File: config.mk
export PLATFORM = sky130hd
export DESIGN_NAME = gen_waddr_mb
export DESIGN_NICKNAME = d
export VERILOG_FILES = /design/src/rtl/gen_waddr_mb.sv
export SDC_FILE = /design/constraint.sdc
export NUM_CORES = 1
export LEC_CHECK = 0
export CAP_MARGIN = 30
export CORE_MARGIN = 3
export CORE_UTILIZATION = 51
export CTS_BUF_LIST = sky130_fd_sc_hd__clkbuf_4 sky130_fd_sc_hd__clkbuf_8 sky130_fd_sc_hd__clkbuf_16
export DETAILED_ROUTE_END_ITERATION = 6
export GPL_TIMING_DRIVEN = 0
export PLACE_DENSITY_LB_ADDON = 0.05
export RECOVER_POWER = 100
export SKIP_LAST_GASP = 1
export SYNTH_ARGS = -nofsm -noshare
export SYNTH_HDL_FRONTEND = slang
export SYNTH_SLANG_ARGS = --single-unit
File: constraint.sdc
create_clock -name SYS_CLK -period 2.2 [get_ports SYS_CLK]
set_input_delay 0.22 -clock SYS_CLK [delete_from_list [all_inputs] [get_ports SYS_CLK]]
set_output_delay 0.22 -clock SYS_CLK [all_outputs]
set_load 0.01 [all_outputs]
File: src/rtl/gen_waddr_mb.sv
`default_nettype none
// ============================================================================
// Module   : gen_waddr_mb
// Purpose  : Multi-bank write-address generator for the line-buffer SRAM
//            array. Emits {bank, offset} write addresses for an incoming pixel
//            stream, with a runtime-selectable bank count and an optional
//            padding pre-offset. It tracks the fill level of the current bank,
//            stalls writes once the bank is full and flags overflow.
// Revision : 1.0 - initial release
// ----------------------------------------------------------------------------
// Ports:
//   SYS_CLK         clock (rising edge)
//   SYS_NRST        asynchronous active-low reset
//   clr_i           synchronous clear back to IDLE
//   data_sop_i      start of picture; restarts at bank 0
//   data_vld_i      input beat valid
//   wready_i        SRAM can accept a write
//   wraddr_start_i  start offset inside each bank
//   bank_limit_i    words per bank before full (0 means 2^AW)
//   pic_size_i      picture width, scales the padding pre-offset
//   padding_i       apply the padding pre-offset on sop
//   bank_last_i     index of the last bank used this picture
//   wbank_update_i  advance to the next bank
//   waddr_o         {bank, offset} write address
//   wen_o           write strobe qualifying waddr_o
//   bank_full_o     current bank reached its limit
//   ovf_o           sticky overflow (beat dropped while full)
// ============================================================================
module gen_waddr_mb #(
  parameter int AW      = 10,
  parameter int NBANK   = 3,
  parameter int BW      = 2,
  parameter int PAD_MUL = 8
) (
  input  logic             SYS_CLK,
  input  logic             SYS_NRST,
  input  logic             clr_i,
  input  logic             data_sop_i,
  input  logic             data_vld_i,
  input  logic             wready_i,
  input  logic [AW-1:0]    wraddr_start_i,
  input  logic [AW:0]      bank_limit_i,
  input  logic [5:0]       pic_size_i,
  input  logic             padding_i,
  input  logic [BW-1:0]    bank_last_i,
  input  logic             wbank_update_i,
  output logic [BW+AW-1:0] waddr_o,
  output logic             wen_o,
  output logic             bank_full_o,
  output logic             ovf_o
);

  typedef enum logic [1:0] {
    IDLE = 2'd0,
    FILL = 2'd1,
    FULL = 2'd2
  } state_t;

  localparam logic [AW:0]   LIMIT_MAX = {1'b1, {AW{1'b0}}};
  localparam logic [BW:0]   NBANK_W   = (BW+1)'(NBANK);
  localparam logic [BW-1:0] LAST_MAX  = BW'(NBANK - 1);
  localparam logic [AW:0]   PAD_MUL_W = (AW+1)'(PAD_MUL);

  state_t          state_q, state_d;
  logic [BW-1:0]   bank_q,  bank_d;
  logic [AW-1:0]   off_q,   off_d;
  logic [AW:0]     cnt_q,   cnt_d;
  logic            full_q,  full_d;
  logic            ovf_q,   ovf_d;

  logic [AW:0]     w_limit;
  logic [AW:0]     w_pad;
  logic [AW:0]     w_cnt_inc;
  logic [BW-1:0]   w_last;
  logic [BW-1:0]   w_bank_next;
  logic            w_beat;

  // A limit of zero encodes a completely usable bank of 2^AW words.
  assign w_limit   = (bank_limit_i == '0) ? LIMIT_MAX : bank_limit_i;
  assign w_pad     = padding_i ? ((AW+1)'(pic_size_i) * PAD_MUL_W) : '0;
  assign w_cnt_inc = cnt_q + 1'b1;

  // Out-of-range last-bank requests fold onto the highest physical bank.
  assign w_last      = ({1'b0, bank_last_i} >= NBANK_W) ? LAST_MAX : bank_last_i;
  assign w_bank_next = (bank_q >= w_last) ? '0 : bank_q + 1'b1;

  assign w_beat = data_vld_i & wready_i;
  // Control events in the same cycle pre-empt the write.
  assign wen_o  = w_beat & (state_q == FILL) & ~data_sop_i & ~wbank_update_i & ~clr_i;

  assign waddr_o     = {bank_q, off_q};
  assign bank_full_o = full_q;
  assign ovf_o       = ovf_q;

  always_comb begin
    state_d = state_q;
    bank_d  = bank_q;
    off_d   = off_q;
    cnt_d   = cnt_q;
    full_d  = full_q;
    ovf_d   = ovf_q;
    if (clr_i) begin
      state_d = IDLE;
      bank_d  = '0;
      off_d   = '0;
      cnt_d   = '0;
      full_d  = 1'b0;
      ovf_d   = 1'b0;
    end else if (data_sop_i) begin
      // Padding words are counted as already used, so a large pad may
      // leave no room at all in bank 0.
      bank_d = '0;
      off_d  = wraddr_start_i + w_pad[AW-1:0];
      cnt_d  = w_pad;
      if (w_pad >= w_limit) begin
        state_d = FULL;
        full_d  = 1'b1;
      end else begin
        state_d = FILL;
        full_d  = 1'b0;
      end
    end else if (wbank_update_i && (state_q != IDLE)) begin
      bank_d  = w_bank_next;
      off_d   = wraddr_start_i;
      cnt_d   = '0;
      state_d = FILL;
      full_d  = 1'b0;
    end else if (wen_o) begin
      // Offset wraps inside the bank; it never carries into the bank bits.
      off_d = off_q + 1'b1;
      cnt_d = w_cnt_inc;
      if (w_cnt_inc == w_limit) begin
        state_d = FULL;
        full_d  = 1'b1;
      end
    end else if ((state_q == FULL) && w_beat) begin
      ovf_d = 1'b1;
    end
  end

  always_ff @(posedge SYS_CLK or negedge SYS_NRST) begin
    if (!SYS_NRST) begin
      state_q <= IDLE;
      bank_q  <= '0;
      off_q   <= '0;
      cnt_q   <= '0;
      full_q  <= 1'b0;
      ovf_q   <= 1'b0;
    end else begin
      state_q <= state_d;
      bank_q  <= bank_d;
      off_q   <= off_d;
      cnt_q   <= cnt_d;
      full_q  <= full_d;
      ovf_q   <= ovf_d;
    end
  end

endmodule
`default_nettype wire

==> results_tabular.tex <==
\begin{tabular}{lr}
\hline
Metric & Value \\
\hline
\multicolumn{2}{l}{\textbf{GRT}} \\
Number of antenna violations at the first check in global routing & 0 \\
Global router's overall resource usage & 0.2672 \\
Number of global-route vias before repair & 2390 \\
Global-route wire length before repair & about 11000 um \\
Maximum number of pins on one net before global-route repair & 18 \\
Gr ovfl total & 0 \\
\multicolumn{2}{l}{\textbf{Routing}} \\
DRC viols & 0 \\
DR vias & $\sim$2400 \\
Average wire length per cell after detail routing & between 15 and 20 um \\
Final wirelength & $\sim$6700 um \\
Iteration-0 DRC Markers & between 200 and 250 \\
Antenna viol nets, final & 0 \\
Via density & between 6 and 7 \\
Number of optimization iterations in the first detailed-route pass & 4 \\
\multicolumn{2}{l}{\textbf{Floorplan}} \\
Initial core utilization & 0.5548 \\
Width of the die & between 70 and 80 um \\
Standard-cell rows & 23 \\
Ports placed on the boundary & 52 \\
Die H & approximately 74 um \\
Die Footprint & between 5000 and 6000 um2 \\
Area inside the core boundary & $\sim$4200 um2 \\
\multicolumn{2}{l}{\textbf{Timing}} \\
Final-report setup violation count & 0 \\
Total count of max-transition violations in the final report & 0 \\
Top achievable clock speed & roughly 470 MHz \\
Final Hold Violating Endpoints & 0 \\
Hold slack final & between 0.2 and 0.25 ns \\
Max transition margin & 0.3534 \\
Unrepaired setup endpoints after global routing & false \\
Worst setup skew after layout & a little under 0.002 ns \\
Final period util & 0.9609 \\
Post-layout min period & between 2 and 2.5 ns \\
Worst-margin pin slew & approximately 0.97 ns \\
\multicolumn{2}{l}{\textbf{Placed design}} \\
Cell area after placement & between 2000 and 3000 um2 \\
DP Wirelength & 5172 um \\
Total instance count after detailed placement & between 300 and 400 \\
Count of buffers from port buffering & 50 \\
Final Wtd Congestion & $\sim$0.9 \\
\multicolumn{2}{l}{\textbf{Logic synthesis}} \\
Post-synth EDFFs & 0 \\
Synthesis warning total & 0 \\
Number of cells produced by synthesis & $\sim$280 \\
Async SR Flop Fraction & 1.000 \\
Cell variety after synth & 54 \\
Sequential-to-total area share from yosys stat & 0.2791 \\
Synth Area per Inst & around 8 um2 \\
Post-synthesis register bit count & 26 \\
Most frequently used flop master after synthesis & sky130\_fd\_sc\_hd\_\_dfrtp\_1 \\
Net count after synthesis & $\sim$340 \\
Synthesized area & 2331 um2 \\
\multicolumn{2}{l}{\textbf{Min path}} \\
Kind of path behind the tightest hold check & in2reg \\
\multicolumn{2}{l}{\textbf{CTS}} \\
Root Buffer Master & sky130\_fd\_sc\_hd\_\_clkbuf\_8 \\
CTS tree & done \\
Worst-path clk slew & around 0.10 ns \\
Insertion delay of the later-clocked pin in the worst-skew pair & 0.28 ns \\
Total number of H-tree levels & 1 \\
Clock buffer count from CTS & 3 \\
Number of buffers on the longest clock path & 2 \\
Hold-fix buffers at CTS & 0 \\
TritonCTS sink count & 26 \\
\multicolumn{2}{l}{\textbf{Pwr}} \\
P per Cell Area & around 420 nW/um2 \\
Reported leakage power & around 1.4 nW \\
Peak supply drop & 0.3041 mV \\
\multicolumn{2}{l}{\textbf{Finish}} \\
Number of nets in the final layout & 396 \\
Relative area change from synthesis to final layout & 30.11\% \\
Layout cell share with drive strength beyond 1 & 0.07331 \\
Final Cell Area & around 3000 um2 \\
Number of standard cells in the final layout excluding fillers & just under 400 \\
Core utilization of the finished layout & 0.7219 \\
Number of inserted diodes & 0 \\
\multicolumn{2}{l}{\textbf{Run status}} \\
Result of the run & finished clean \\
\multicolumn{2}{l}{\textbf{Critical path}} \\
Arrival time worst endpoint & 2.26 ns \\
Required time of the critical path & between 2 and 2.5 ns \\
Nature of the critical path endpoint & flip-flop \\
Critical setup path kind & reg2reg \\
Critical path launch point type & flip-flop \\
Crit Path Max Fanout & 7 \\
\multicolumn{2}{l}{\textbf{Flow run}} \\
Max-capacitance violation count & 0 \\
\hline
\end{tabular}
[Yosys cell counts, drive strengths merged (2+ instances only)]
master / count / share of area
o21a: 4 / 0.013
o22ai: 2 / 0.0054
inv: 18 / 0.029
nor4bb: 2 / 0.0086
and2: 7 / 0.019
xor2: 9 / 0.034
a22oi: 3 / 0.0097
a31oi: 2 / 0.0054
nor4: 4 / 0.017
o21ai: 24 / 0.052
a22o: 4 / 0.015
a21oi: 23 / 0.049
a21o: 3 / 0.0097
nand3: 11 / 0.024
a32o: 3 / 0.013
nor2b: 2 / 0.0054
dfrtp: 26 / 0.28
a211oi: 5 / 0.016
nor2: 18 / 0.029
xnor2: 18 / 0.068
nand4: 3 / 0.013
o31ai: 2 / 0.0064
clkbuf: 5 / 0.0081
nand2: 32 / 0.052
o211ai: 2 / 0.0064
ha: 16 / 0.086
buf: 4 / 0.012
nor3: 11 / 0.033
[cell families (layout without fill, tap and decap cells)]
group	Yosys count	after routing	synth area share
AOI/OAI and AO/OA	86	86	0.2453
xor gates and xnor gates	27	27	0.1015
adders and majority gates	17	17	0.09447
buffers and inverters	28	86	0.05045
DFF	26	26	0.2791
muxes	1	1	0.004294
and+or+nand+nor	98	98	0.2249
[cells in the final DEF, fill, tap and decap left out, drive strengths merged, types with 5 or more instances in the layout]
cell type and instances:
dfrtp 26, nor2 18, clkdlybuf4s50 33, nor3 11, inv 18, nand2 32
dlygate4sd3 15, clkbuf 10, a211oi 5, ha 16, a21oi 23, nand3 11
xnor2 18, and2 7, buf 7, o21ai 24, xor2 9
[final timing paths]
kind	from	endpoint	slack (ns)	depth (start not counted)
max in group asynchronous	SYS_NRST	cnt_q[10]	0.63	2
worst min register to register	ovf_o	ovf_o	0.51	1
worst max-delay path	cnt_q[1]	state_q[0]	0.09	7
min in group asynchronous	SYS_NRST	off_q[3]	0.33	1
worst max register to register	cnt_q[1]	state_q[0]	0.09	7
worst min-delay path	clr_i	off_q[1]	0.24	2
[power breakdown]
| group | leakage [nW] | switching (mW) | internal [mW] |
|---|---|---|---|
| logic | 0.981 | 0.199 | 0.195 |
| clock network | 0.0288 | 0.169 | 0.161 |
| registers | 0.349 | 0.0352 | 0.502 |
| total | 1.36 | 0.404 | 0.858 |
[timing repair]
item / 4_1_cts / 5_1_grt
gates resized for setup: 6 / 11
setup buffers: 1 / 2
pin swaps: 1 / 3
setup endpoints to repair: 11 / 16
[metal layers]
metal | share of wire | GRT usage | vias to the layer above
met5 | 0 | 0 | -
met4 | 0.014 | 0.1046 | 0
met3 | 0.091 | 0.05609 | 10
met2 | 0.45 | 0.4124 | 95
met1 | 0.44 | 0.3639 | 1110
li1 | - | - | 1150
[sequential cells by signal (all words and copies together), names as in the netlist]
| name | count |
|---|---|
| bank_q | 2 |
| cnt_q | 11 |
| off_q | 10 |
| ovf_o | 1 |
| state_q | 2 |
[layout make-up]
type	instances	area, um2
Multi-Input combinational cell	229	1597
Tap cell	50	62.56
Clock buffer	4	55.05
Fill cell	344	1169
Sequential cell	26	651.9
Inverter	19	71.32
Buffer	9	51.30
Timing Repair Buffer	54	544.3
[worst max-delay path, cell delays in order (launching register included)]
cell	delay, ns
sky130_fd_sc_hd__dfrtp_2	0.46
sky130_fd_sc_hd__ha_4	0.19
sky130_fd_sc_hd__nand4_2	0.19
sky130_fd_sc_hd__or2_1	0.30
sky130_fd_sc_hd__xnor2_1	0.17
sky130_fd_sc_hd__a2111oi_4	0.28
sky130_fd_sc_hd__o2111a_1	0.28
sky130_fd_sc_hd__o22ai_1	0.10
[metrics by stage]
stage | setup TNS [ns] | worst slack (ns) | total power, mW
6_report | 0 | 0.08605 | 1.262
5_1_grt | 0 | 0.001363 | 1.323
4_1_cts | -0.5729 | -0.1340 | 1.268
3_5_place_dp | -2.901 | -0.4379 | 0.9377
3_3_place_gp | -2.750 | -0.4677 | 0.9211
2_1_floorplan | 0 | 0.2487 | 0.7475
(Power assumes the default switching activity.)
